## src/rtl/dma_pkg.sv

```systemverilog
// -----------------------------------------------------------------------------
// dma_pkg
// Shared constants, types and helpers for the bus-mastering DMA engine.
//
//   WORD_SIZE  : address and data word width (16)
//   LINE_WORDS : words per memory line (4, i.e. a 64-bit line)
//   MAX_LINES  : lines addressable through the 4-bit device line index (16)
//   state_t    : controller FSM states
//   remain_t   : remaining-word counter, wide enough to hold MAX_WORDS
// -----------------------------------------------------------------------------
package dma_pkg;

  localparam int WORD_SIZE  = 16;
  localparam int LINE_WORDS = 4;
  localparam int MAX_LINES  = 16;

  localparam int LINE_BITS  = WORD_SIZE * LINE_WORDS;        // 64
  localparam int MAX_WORDS  = MAX_LINES * LINE_WORDS;        // 64
  localparam int REMAIN_W   = $clog2(MAX_WORDS + 1);         // 7
  localparam int INDEX_W    = $clog2(MAX_LINES);             // 4

  typedef enum logic [2:0] {
    IDLE,
    REQ,
    XFER,
    RELEASE,
    END
  } state_t;

  typedef logic [REMAIN_W-1:0] remain_t;

  // The device line index is only INDEX_W bits wide, so longer requests are
  // truncated to the first MAX_WORDS words when the command is latched.
  function automatic remain_t clamp_length(input logic [WORD_SIZE-1:0] len);
    if (len > WORD_SIZE'(MAX_WORDS)) return remain_t'(MAX_WORDS);
    return remain_t'(len);
  endfunction

endpackage

```

## src/rtl/dma_mask_gen.sv

```systemverilog
// -----------------------------------------------------------------------------
// dma_mask_gen
// Per-word write enable for one memory line, derived from the number of words
// still to be transferred. A full line is enabled when at least LINE_WORDS
// words remain; otherwise only the low `remain` words are enabled.
//
//   remain : in  REMAIN_W    words still to transfer (0..MAX_WORDS)
//   mask   : out LINE_WORDS  bit i enables word i of the line
// -----------------------------------------------------------------------------
module dma_mask_gen
  import dma_pkg::*;
(
  input  logic [REMAIN_W-1:0]   remain,
  output logic [LINE_WORDS-1:0] mask
);

  always_comb begin
    // NOTE: assigning a default before the loop guarantees every bit is driven
    // on every path, so no latch can be inferred.
    mask = '0;
    for (int i = 0; i < LINE_WORDS; i++) begin
      mask[i] = (remain > REMAIN_W'(i));
    end
  end

endmodule

```

## src/rtl/dma_controller.sv

```systemverilog
// -----------------------------------------------------------------------------
// dma_controller
// Bus-mastering DMA engine. A one-cycle begin_dma command latches a target
// word address and a word count, requests the memory bus with br, and once
// granted copies the device buffer into memory one 64-bit line per
// mem_ready handshake. When the last line is acknowledged the bus is released
// and, after the grant drops, completion is signalled with a one-cycle dma_end.
//
//   clk            : in  1   system clock, all state on posedge
//   reset          : in  1   asynchronous, active-high
//   begin_dma      : in  1   command strobe (ignored unless idle)
//   target_address : in  16  first memory word address
//   length         : in  16  word count (clamped to 64)
//   br             : out 1   bus request
//   bg             : in  1   bus grant
//   dev_index      : out 4   line index into device buffer
//   dev_data       : in  64  device line at dev_index (combinational)
//   mem_write      : out 1   memory write request
//   mem_address    : out 16  word address of the line being written
//   mem_data       : out 64  line data, word 0 in bits [15:0]
//   mem_mask       : out 4   per-word write enable
//   mem_ready      : in  1   memory acknowledge for the current write
//   dma_end        : out 1   completion pulse
//   busy           : out 1   high whenever the FSM is not idle
// -----------------------------------------------------------------------------
module dma_controller
  import dma_pkg::*;
(
  input  logic                  clk,
  input  logic                  reset,
  input  logic                  begin_dma,
  input  logic [WORD_SIZE-1:0]  target_address,
  input  logic [WORD_SIZE-1:0]  length,
  output logic                  br,
  input  logic                  bg,
  output logic [INDEX_W-1:0]    dev_index,
  input  logic [LINE_BITS-1:0]  dev_data,
  output logic                  mem_write,
  output logic [WORD_SIZE-1:0]  mem_address,
  output logic [LINE_BITS-1:0]  mem_data,
  output logic [LINE_WORDS-1:0] mem_mask,
  input  logic                  mem_ready,
  output logic                  dma_end,
  output logic                  busy
);

  state_t               state;
  logic [WORD_SIZE-1:0] addr_r;
  remain_t              remain_r;
  logic [INDEX_W-1:0]   line_r;

  // Bookkeeping for the line currently being written.
  remain_t              step;
  remain_t              remain_after;
  remain_t              mask_src;
  logic [LINE_WORDS-1:0] mask_next;
  logic [WORD_SIZE-1:0] addr_next;
  logic [INDEX_W-1:0]   line_next;

  assign step         = (remain_r >= remain_t'(LINE_WORDS)) ? remain_t'(LINE_WORDS) : remain_r;
  assign remain_after = remain_r - step;
  assign addr_next    = addr_r + WORD_SIZE'(LINE_WORDS);   // wraps modulo 2^16
  assign line_next    = line_r + INDEX_W'(1);

  // mem_mask is registered, so it is computed for the line that will be on
  // the bus next cycle: the current remainder when entering XFER from REQ,
  // or the post-acknowledge remainder for a back-to-back line.
  assign mask_src = (state == XFER) ? remain_after : remain_r;

  dma_mask_gen u_mask_gen (
    .remain (mask_src),
    .mask   (mask_next)
  );

  // The only combinational output: the device line passes straight through
  // while a write is on the bus and is forced to zero otherwise.
  assign mem_data = mem_write ? dev_data : '0;

  // NOTE: sequential state uses non-blocking assignments so every register
  // samples the pre-edge values, independent of statement order.
  always_ff @(posedge clk or posedge reset) begin
    if (reset) begin
      state       <= IDLE;
      addr_r      <= '0;
      remain_r    <= '0;
      line_r      <= '0;
      br          <= 1'b0;
      mem_write   <= 1'b0;
      mem_address <= '0;
      mem_mask    <= '0;
      dev_index   <= '0;
      dma_end     <= 1'b0;
      busy        <= 1'b0;
    end else begin
      dma_end <= 1'b0;

      unique case (state)
        IDLE: begin
          if (begin_dma) begin
            addr_r      <= target_address;
            remain_r    <= clamp_length(length);
            line_r      <= '0;
            mem_address <= target_address;
            dev_index   <= '0;
            busy        <= 1'b1;
            if (length == '0) begin
              // Nothing to move: skip the bus entirely.
              state   <= END;
              dma_end <= 1'b1;
            end else begin
              state <= REQ;
              br    <= 1'b1;
            end
          end
        end

        REQ: begin
          if (bg) begin
            state     <= XFER;
            mem_write <= 1'b1;
            mem_mask  <= mask_next;
          end
        end

        XFER: begin
          // Outputs hold until the memory acknowledges; a grant drop in the
          // middle of a write is honoured only after the write completes.
          if (mem_ready) begin
            addr_r      <= addr_next;
            line_r      <= line_next;
            remain_r    <= remain_after;
            mem_address <= addr_next;
            dev_index   <= line_next;
            if (remain_after == '0) begin
              state     <= RELEASE;
              br        <= 1'b0;
              mem_write <= 1'b0;
              mem_mask  <= '0;
            end else if (!bg) begin
              state     <= REQ;
              mem_write <= 1'b0;
              mem_mask  <= '0;
            end else begin
              mem_mask <= mask_next;
            end
          end
        end

        RELEASE: begin
          if (!bg) begin
            state   <= END;
            dma_end <= 1'b1;
          end
        end

        END: begin
          state <= IDLE;
          busy  <= 1'b0;
        end

        default: state <= IDLE;
      endcase
    end
  end

endmodule

```

## config.mk

```make
export PLATFORM = sky130hd
export DESIGN_NAME = dma_controller
export DESIGN_NICKNAME = d
export VERILOG_FILES = /design/src/rtl/dma_pkg.sv /design/src/rtl/dma_mask_gen.sv /design/src/rtl/dma_controller.sv
export SDC_FILE = /design/constraint.sdc
export NUM_CORES = 1
export LEC_CHECK = 0
export BUFFER_PORTS_ARGS = -buffer_cell sky130_fd_sc_hd__buf_2
export CORE_ASPECT_RATIO = 0.5
export CORE_MARGIN = 2
export CORE_UTILIZATION = 35
export DETAILED_ROUTE_END_ITERATION = 10
export PLACE_DENSITY_LB_ADDON = 0.3
export REMOVE_ABC_BUFFERS = 1
export SYNTH_ARGS = -nofsm -noshare
export SYNTH_HDL_FRONTEND = slang
export SYNTH_SLANG_ARGS = --single-unit
```

## constraint.sdc

```tcl
create_clock -name clk -period 2.83 [get_ports clk]
set_input_delay 0.283 -clock clk [delete_from_list [all_inputs] [get_ports clk]]
set_output_delay 0.283 -clock clk [all_outputs]
set_load 0.02 [all_outputs]
```

; Yosys cells after proc, flatten, opt, wreduce, memory -nomap -nowiden
; Index checks and enable logic that the tools add are counted.
[classes]
n_eq_ne = 11
mux = 46
n_reduce_logical = 12
add_sub_neg = 3
order_cmp = 6
[ops]
columns = op, n
row1 = 64-bit 2-to-1 mux, 1
row2 = 7-bit 2-to-1 mux, 6
row3 = 16-bit 2-to-1 mux, 2
row4 = 16-bit case mux with 2 select lines, 1
row5 = 4-bit 2-to-1 mux, 6
row6 = 3-bit 2-to-1 mux, 7
row7 = "16-bit by 3-bit adder with 16-bit output, second input constant", 1
row8 = "16-bit by 7-bit greater-than comparator with 1-bit output, second input constant", 1
row9 = 16-bit zero test, 1
row10 = 4-bit case mux with 2 select lines, 2
row11 = 1-bit 2-to-1 mux, 15
row12 = "7-bit by 1-bit greater-than comparator with 1-bit output, second input constant", 2
row13 = "7-bit by 2-bit greater-than comparator with 1-bit output, second input constant", 2
row14 = 7-bit case mux with 2 select lines, 1
row15 = 3-bit case mux with 4 select lines, 1
row16 = "2-bit != test, second input constant", 5
row17 = 5-bit AND reduction, 2
row18 = 1-bit case mux with 2 select lines, 4
row19 = "7-bit by 3-bit >= comparator with 1-bit output, second input constant", 1
row20 = 7-bit zero test, 1
row21 = 7-bit subtractor, 1
row22 = "3-bit by 2-bit == test with 1-bit output, second input constant", 2
row23 = 3-bit AND reduction, 2
row24 = 2-bit nonzero test, 3
row25 = other kinds (8), 8
[totals]
out_inout_bits = 92
ff_bits = 38

; Depth between registers and ports, before layout
; Gate-level depths: netlist of the first run.
[logic_depth]
word_depth = 9
mapped_depth = 9

; Cells and area by module
; Synthesis of the first run repeated with hierarchy kept, for this count alone.
[hier_totals]
cells_unflattened = 359
hier_area_um2 = 2791.4
[modules_own_cells]
columns = mod, seq_area_each_um2, area_per_inst_um2, cells_each, instances
row1 = dma_controller, 950.9, 2748.9, 351, 1
row2 = dma_mask_gen, 0.0, 42.5, 8, 1

; Worst setup path after synthesis of the first run
; Ideal clock, no wire load.
[synth_path]
kind = register to register
startpoint = register remain_r[6]
endpoint = register mem_mask[0]
path_slack_ps = 441
setup_time_ps = 128
path_buffers = 1
arrival_ps = 2261
required_ps = 2702
path_stages_with_launch = 10
synth_period_minus_slack_ps = 2389
path_cell_list = dfrtp_1 -> buf_6 -> or3_4 -> o21ai_0 -> ha_1 -> a2111oi_2 -> nor3_2 -> nand4_4 -> o31ai_4 -> o21ai_1
[synth_between]
elab_chain_len = 9
word_cells_on_any_way = 11
classes_between = add/sub (1) / order compare (2) / mux (7) / reduce/logical (1)
[synth_rtl]
columns = item, line
row1 = start: declaration, dma_controller.sv:49  ; remain_t remain_r;
row2 = start signal: assignment, dma_controller.sv:101  ; remain_r <= clamp_length(length);
row3 = start signal: assignment, dma_controller.sv:131  ; remain_r <= remain_after;
row4 = 7-bit by 3-bit >= comparator with 1-bit output, dma_controller.sv:60  ; assign step = (remain_r >= remain_t'(LINE_WORDS)) ? remain_t'(LINE_WORDS) : remain_r;
row5 = 7-bit 2-to-1 mux, dma_controller.sv:60
row6 = 7-bit subtractor, dma_controller.sv:61  ; assign remain_after = remain_r - step;
row7 = 7-bit 2-to-1 mux, dma_controller.sv:68  ; assign mask_src = (state == XFER) ? remain_after : remain_r;
row8 = 7-bit by 1-bit greater-than comparator with 1-bit output, dma_mask_gen.sv:22  ; mask[i] = (remain > REMAIN_W'(i));
row9 = 4-bit 2-to-1 mux, dma_controller.sv:139  ; end else if (!bg) begin
row10 = 4-bit 2-to-1 mux, dma_controller.sv:134  ; if (remain_after == '0) begin
row11 = 4-bit 2-to-1 mux, dma_controller.sv:128  ; if (mem_ready) begin
row12 = 4-bit case mux with 2 select lines *, dma_controller.sv:97  ; unique case (state)
row13 = end signal: assignment, dma_controller.sv:121  ; mem_mask <= mask_next;
row14 = end signal: assignment, dma_controller.sv:144  ; mem_mask <= mask_next;
row15 = end: declaration, dma_controller.sv:41  ; output logic [LINE_WORDS-1:0] mem_mask,
; Mark *: on every way between the ends. The rest lies on a longest branch, timed or not. The select of a mux whose other input is x is not followed.
; A chain may end at the register's enable or synchronous reset.

; Worst setup path after layout of the first run
[layout_path]
startpoint = register remain_r[6]
endpoint = register mem_mask[2]
[layout_between]
elab_chain_len = 9
word_cells_on_any_way = 11
classes_between = add/sub (1) / order compare (2) / mux (7) / reduce/logical (1)
[layout_rtl]
columns = item, line
row1 = 7-bit by 3-bit >= comparator with 1-bit output, dma_controller.sv:60
row2 = 7-bit 2-to-1 mux, dma_controller.sv:60
row3 = 7-bit subtractor, dma_controller.sv:61
row4 = 7-bit 2-to-1 mux, dma_controller.sv:68
row5 = 7-bit by 2-bit greater-than comparator with 1-bit output, dma_mask_gen.sv:22
row6 = 4-bit 2-to-1 mux, dma_controller.sv:139
row7 = 4-bit 2-to-1 mux, dma_controller.sv:134
row8 = 4-bit 2-to-1 mux, dma_controller.sv:128
row9 = 4-bit case mux with 2 select lines *, dma_controller.sv:97
; Marked as above.

==> results of run 1 <==
worst max path at each step:
stage	startpoint	endpoint	slack (ns)	depth (start not counted)
CTS	remain_r[6]	mem_mask[2]	0.34	8
floorplan	state[1]	addr_r[14]	0.23	4
global route	remain_r[6]	mem_mask[1]	0.13	8
finish	remain_r[6]	mem_mask[2]	0.35	8
detailed placement	remain_r[6]	mem_mask[2]	0.35	8
global placement	remain_r[6]	mem_mask[2]	0.40	8
synthesized netlist by cell type (all sizes together) (4+ instances only):
cell,number,share of area (%)
inv,8,1.0
nor2,25,3.2
o21ai,23,4.1
a21oi,28,4.8
nor3,8,1.7
nand3,8,1.4
nand4,6,1.8
buf,16,3.5
o22ai,11,2.9
and2,67,14
nor4,9,2.2
a31oi,6,1.3
dfrtp,38,33
nand2,32,4.1
o21a,4,1.1
clkbuf,12,1.6
layout make-up:
| type | count | share of cell area (%) |
|---|---|---|
| Sequential cell | 38 | 23.3 |
| Clock buffer | 7 | 3.25 |
| Multi-Input combinational cell | 283 | 43.6 |
| Inverter | 8 | 0.735 |
| Tap cell | 112 | 3.43 |
| Timing Repair Buffer | 204 | 25.7 |
through the flow:
step                area, sq um  setup WS [ns]
finish                     4080          0.353
global route               4080          0.128
CTS                        4080          0.345
detailed placement         3950          0.355
global placement           3950          0.405
floorplan                  2750          0.229
layout by cell type (no fill, tap or decap), drive strengths merged, types with 3 or more instances in the layout:
cell	count
buf	204
and2	67
dfrtp	38
nand2	32
a21oi	28
nor2	25
o21ai	23
o22ai	11
nor4	9
nand3	8
inv	8
nor3	8
clkbuf	7
a31oi	6
nand4	6
o21a	4
and3	3
o32ai	3
ha	3
nor4b	3
power by group through the flow:
stage / Sequential, W / Combinational, W / Clock [W]
after floorplan: 0.00127 / 0.00151 / 0
after global placement: 0.00102 / 0.00267 / 0
after detailed placement: 0.00102 / 0.00268 / 0
after CTS: 0.00102 / 0.00268 / 0.000534
after global routing: 0.00106 / 0.00296 / 0.000556
final: 0.00102 / 0.00267 / 0.000521
worst min-delay path, cell delays in order:
cell	delay, ns
buf_2	0.09
inv_1	0.04
buf_4	0.43
per-layer routing:
layer  track usage (%)  wire (um)  part of all wire, %  vias to the layer above
met4              4.57         78                 0.78                        0
li1                  -          -                    -                     1640
met2              37.4       4540                   46                      125
met5                 0          0                    0                        -
met3              3.04        517                  5.2                        7
met1              30.6       4830                   48                     1506
registers in the layout (all words and copies together), names as in the netlist:
| register | count |
|---|---|
| dma_end | 1 |
| mem_mask | 4 |
| addr_r | 16 |
| line_r | 4 |
| state | 3 |
| mem_write | 1 |
| br | 1 |
| remain_r | 7 |
| busy | 1 |
kinds of logic after synthesis:
group                      share of synthesized area (%)
AOI/OAI and AO/OA                                   23.6
DFF                                                 32.8
muxes                                               1.12
other                                              0.129
buffers and inverters                               6.09
and+or+nand+nor                                     34.3
xor gates and xnor gates                           0.605
adders and majority gates                           1.30
==> impl_metrics.tcl, run 1 <==
set metrics [dict create \
    p_leak_nw 2.03 \
    multi_input_area_sq_mm 0.00178 \
    htreeDepth 2 \
    syn_to_final_growth_pct 41.0 \
    dpl.cell_count 645 \
    post-route-util_pct 50.9 \
    ys.flop_type "dfrtp_1" \
    end_kind "flip-flop" \
    viasPerCell 5.03 \
    critPathMaxFanout 8 \
    ys_types 66 \
    clockBufferDepth 2 \
    drv_cap 0 \
    fillerInstances 803 \
    grt_overflow 0 \
    start_util_pct 36.1 \
    rsz0062_at_grt "false" \
    timing.rr.start "remain_r[6]" \
    p_int_w 0.00209 \
    dp_hpwl_mm 7.79 \
    synth.cell_area_sq_mm 0.00290 \
    fin_cells 652 \
    numCtsBuffers 5 \
    status "finished, final reports clean" \
    power.net_switching_w 0.00213 \
    drv_slew 0 \
    cts.repair.resized 0 \
    hold_violations 0 \
    grtUsageTotal_pct 22.1 \
    clockPowerShare_pct 12.4 \
    wirelength_mm 9.96 \
    combinationalPowerShare_pct 63.5 \
    wl_per_cell_um 15.3 \
    grt_max_degree 66 \
    holdWs_ns 0.131 \
    max_freq_ghz 0.404 \
    ys_seq_area_share_pct 32.8 \
    synth_edf_count 0 \
    power.total_w 0.00422 \
    finalCritPeriodShare_pct 87.5 \
    seq_power_share_pct 24.2 \
    drive_gt1_share_pct 41.7 \
    first_pass_iters 4 \
    crit_type "flip-flop to flip-flop" \
    critPathTopFamily "simple AND/OR/NAND/NOR gates" \
    die_w_um 133 \
    relSlewSlack_pct 50.8 \
    cp_slowest_cell "or3_4" \
    coreArea_sq_mm 0.00803 \
    synth.avg_cell_area_sq_um 8.11 \
    gp_congestion 0.905 \
    setup_viol 0 \
    design.die.area_sq_mm 0.00906 \
    hold_buffers 0 \
    clock_sinks 38 \
    fin_nets 644 \
    cts_tree "yes" \
    critical_path_buf_inv_count 0 \
    worstPathRequired_ns 2.98 \
    reg2reg_depth 8 \
    clockRootBuffer "clkbuf_16" \
    port_buffers 192 \
    synth_cells 357 \
    ant_nets 0 \
    ys_async_sr_fraction_pct 100 \
    yosys_warnings 0 \
    cpPeakStageDelay_ns 0.44 \
    swShare_pct 50.5 \
    worstMarginPinSlew_ns 0.732 \
    rows 23 \
    cts.clk_slew.worst_paths_ns 0.06 \
    register_area_sq_um 951 \
    path_cells "or3_4 > o21ai_0 > ha_1 > a2111oi_2 > nor3_2 > nand4_4 > o31ai_4 > o21ai_1" \
    powerDensity_mw_per_mm2 1030 \
    skew_ns 0.00394 \
    ir_drop_mv 0.652 \
    ys_seq_elements 38 \
    antenna_cells 0 \
    die_h_um 68.3 \
    drtIter0Drc 185 \
    postCtsSetupRepairBufs 0 \
    regToRegEndpoint "mem_mask[2]" \
    drc 0 \
    antenna_found_initial 0 \
    start_kind "flip-flop" \
    vias 3278 \
    grt_first_pass_wirelength_mm 16.0 \
    arrival_ns 2.63 \
    first_global_vias 3061 \
    fin_crit_ns 2.48 \
    insertion_delay_ns 0.28 \
    ios 193 \
    worstHoldPathType "input pin to asynchronous set/reset pin" \
    setup_tns_ns 0 \
    rrSetupSlack_ns 0.35 \
]
Power figures use the tool's default switching activity.
==> inputs of run 2 (changes only) <==
--- a/config.mk
+++ b/config.mk
@@ -12,6 +12,7 @@
 export DETAILED_ROUTE_END_ITERATION = 10
 export PLACE_DENSITY_LB_ADDON = 0.3
 export REMOVE_ABC_BUFFERS = 1
+export SETUP_SLACK_MARGIN = 0.4
 export SYNTH_ARGS = -nofsm -noshare
 export SYNTH_HDL_FRONTEND = slang
 export SYNTH_SLANG_ARGS = --single-unit
==> run 2 against run 1 <==
Non-clock buffer count rose by 3. Critical endpoint unchanged. Clock skew barely moved. Hold slack improved by 0.0030 ns. Via count rose by 0.82%. Worst setup slack improved by 0.20 ns. Critical path depth rose by 1. Largest cell class unchanged. Final area rose by 1.0%. Critical path type unchanged.
==> impl_metrics.tcl, run 2 (synthesized netlist as in run 1, its figures left out) <==
set metrics [dict create \
    status "finished, final reports clean" \
    regMostFlops "addr_r" \
    dpl.cell_count 645 \
    setup_viol 0 \
    grt_first_pass_wirelength_mm 16.0 \
    hold_violations 0 \
    grt_overflow 0 \
    setup_tns_ns 0 \
    ant_nets 0 \
    antenna_cells 0 \
    finalCritPeriodShare_pct 80.5 \
    fin_crit_ns 2.28 \
    rrSetupSlack_ns 0.55 \
    powerDensity_mw_per_mm2 1030 \
    cpPeakStageDelay_ns 0.44 \
    skew_ns 0.00422 \
    grtUsageTotal_pct 22.1 \
    antenna_found_initial 0 \
    numCtsBuffers 5 \
    dp_hpwl_mm 7.79 \
    gp_congestion 0.905 \
    post-route-util_pct 51.4 \
    ir_drop_mv 0.653 \
    max_freq_ghz 0.439 \
    drv_slew 0 \
    arrival_ns 2.43 \
    multi_input_area_sq_mm 0.00180 \
    place_area_sq_mm 0.00395 \
    coreArea_sq_mm 0.00803 \
    wirelength_mm 10.0 \
    mostFrequentLayoutCells "buf_2 (192), and2_1 (67), dfrtp_1 (38)" \
    die_w_um 133 \
    crit_type "flip-flop to flip-flop" \
    largest_reg_flops 16 \
    fin_cells 655 \
    worstMarginPinSlew_ns 0.733 \
    rows 23 \
    design_area_sq_mm 0.00413 \
    drtIter0Drc 215 \
    worstHoldPathType "input pin to asynchronous set/reset pin" \
    clockRootBuffer "clkbuf_16" \
    vias 3305 \
    end_kind "flip-flop" \
    wl_per_cell_um 15.3 \
    p_leak_nw 2.05 \
    cp_slowest_cell "or3_4" \
    viasPerCell 5.05 \
    register_area_sq_um 951 \
    htreeDepth 2 \
    start_kind "flip-flop" \
    drv_cap 0 \
    relSlewSlack_pct 50.7 \
    syn_to_final_growth_pct 42.5 \
    grt_max_degree 66 \
    design.die.area_sq_mm 0.00906 \
    insertion_delay_ns 0.27 \
    fillerInstances 805 \
    clockBufferDepth 2 \
    clock_sinks 38 \
    drive_gt1_share_pct 42.5 \
    ios 193 \
    cts.clk_slew.worst_paths_ns 0.06 \
    critPathMaxFanout 6 \
    drc 0 \
    holdWs_ns 0.134 \
    final_common_cell "buf_2" \
    port_buffers 192 \
    cts_tree "yes" \
    die_h_um 68.3 \
    rsz0062_at_grt "false" \
    first_global_vias 3057 \
    path_cells "or3_4 > o21ai_2 > ha_2 > a2111oi_2 > nor3_2 > buf_4 > nand4_4 > o31ai_4 > o21ai_1" \
    first_pass_iters 5 \
    worstPathRequired_ns 2.98 \
    fin_nets 647 \
    start_util_pct 36.1 \
    top_regs "addr_r: 16 flops, remain_r: 7 flops" \
]
==> run 2: report_power, final <==
| part | internal (W) | switching (W) |
|---|---|---|
| clock | 0.000322 | 0.000198 |
| sequential | 0.000762 | 0.000260 |
| combinational | 0.00103 | 0.00169 |
| total | 0.00212 | 0.00215 |
==> run 2: through the flow <==
stage | worst slack, ns | power (W)
floorplan | 0.229 | 0.00277
global placement | 0.405 | 0.00369
global route | 0.378 | 0.00463
finish | 0.552 | 0.00427
detailed placement | 0.355 | 0.00370
CTS | 0.410 | 0.00424
==> run 2: cell type report <==
cell class / instances / area share, %
multi-input cells: 283 / 43.6
well taps: 112 / 3.40
flip-flops and latches: 38 / 23.0
inverters: 8 / 0.728
repair buffers: 207 / 26.0
clock buffers: 7 / 3.21
==> run 2: what timing repair did <==
action | in CTS | in global routing
setup buffers | 0 | 3
resized for setup | 1 | 5
hold buffers | 0 | 0
pin swaps | 0 | 3
setup endpoints to repair | 4 | 9
==> run 2: final timing paths <==
kind                                    from          end  depth (start not counted)
max in group asynchronous              reset    line_r[1]                          3
hold reg to reg                  mem_mask[0]  mem_mask[0]                          2
setup / recovery                 remain_r[6]  mem_mask[2]                          9
setup reg to reg                 remain_r[6]  mem_mask[2]                          9
hold / removal                         reset   addr_r[15]                          3
min in group clk           target_address[2]    addr_r[2]                          3
==> run 2: critical path, delay by kind of cell, from the launching register on <==
kind            cells  cell delay [ns]
simple gates        3             0.76
compound gates      4             0.60
fa+ha+maj           1             0.25
buf+inv             1             0.16
flops               1             0.37
==> run 2: per-layer routing <==
| metal | track usage (%) | part of all wire [%] | vias up |
|---|---|---|---|
| li1 | - | - | 1648 |
| met3 | 3.04 | 5.5 | 4 |
| met1 | 30.6 | 48 | 1520 |
| met2 | 37.4 | 45 | 133 |
| met4 | 4.57 | 0.60 | 0 |
| met5 | 0 | 0 | - |
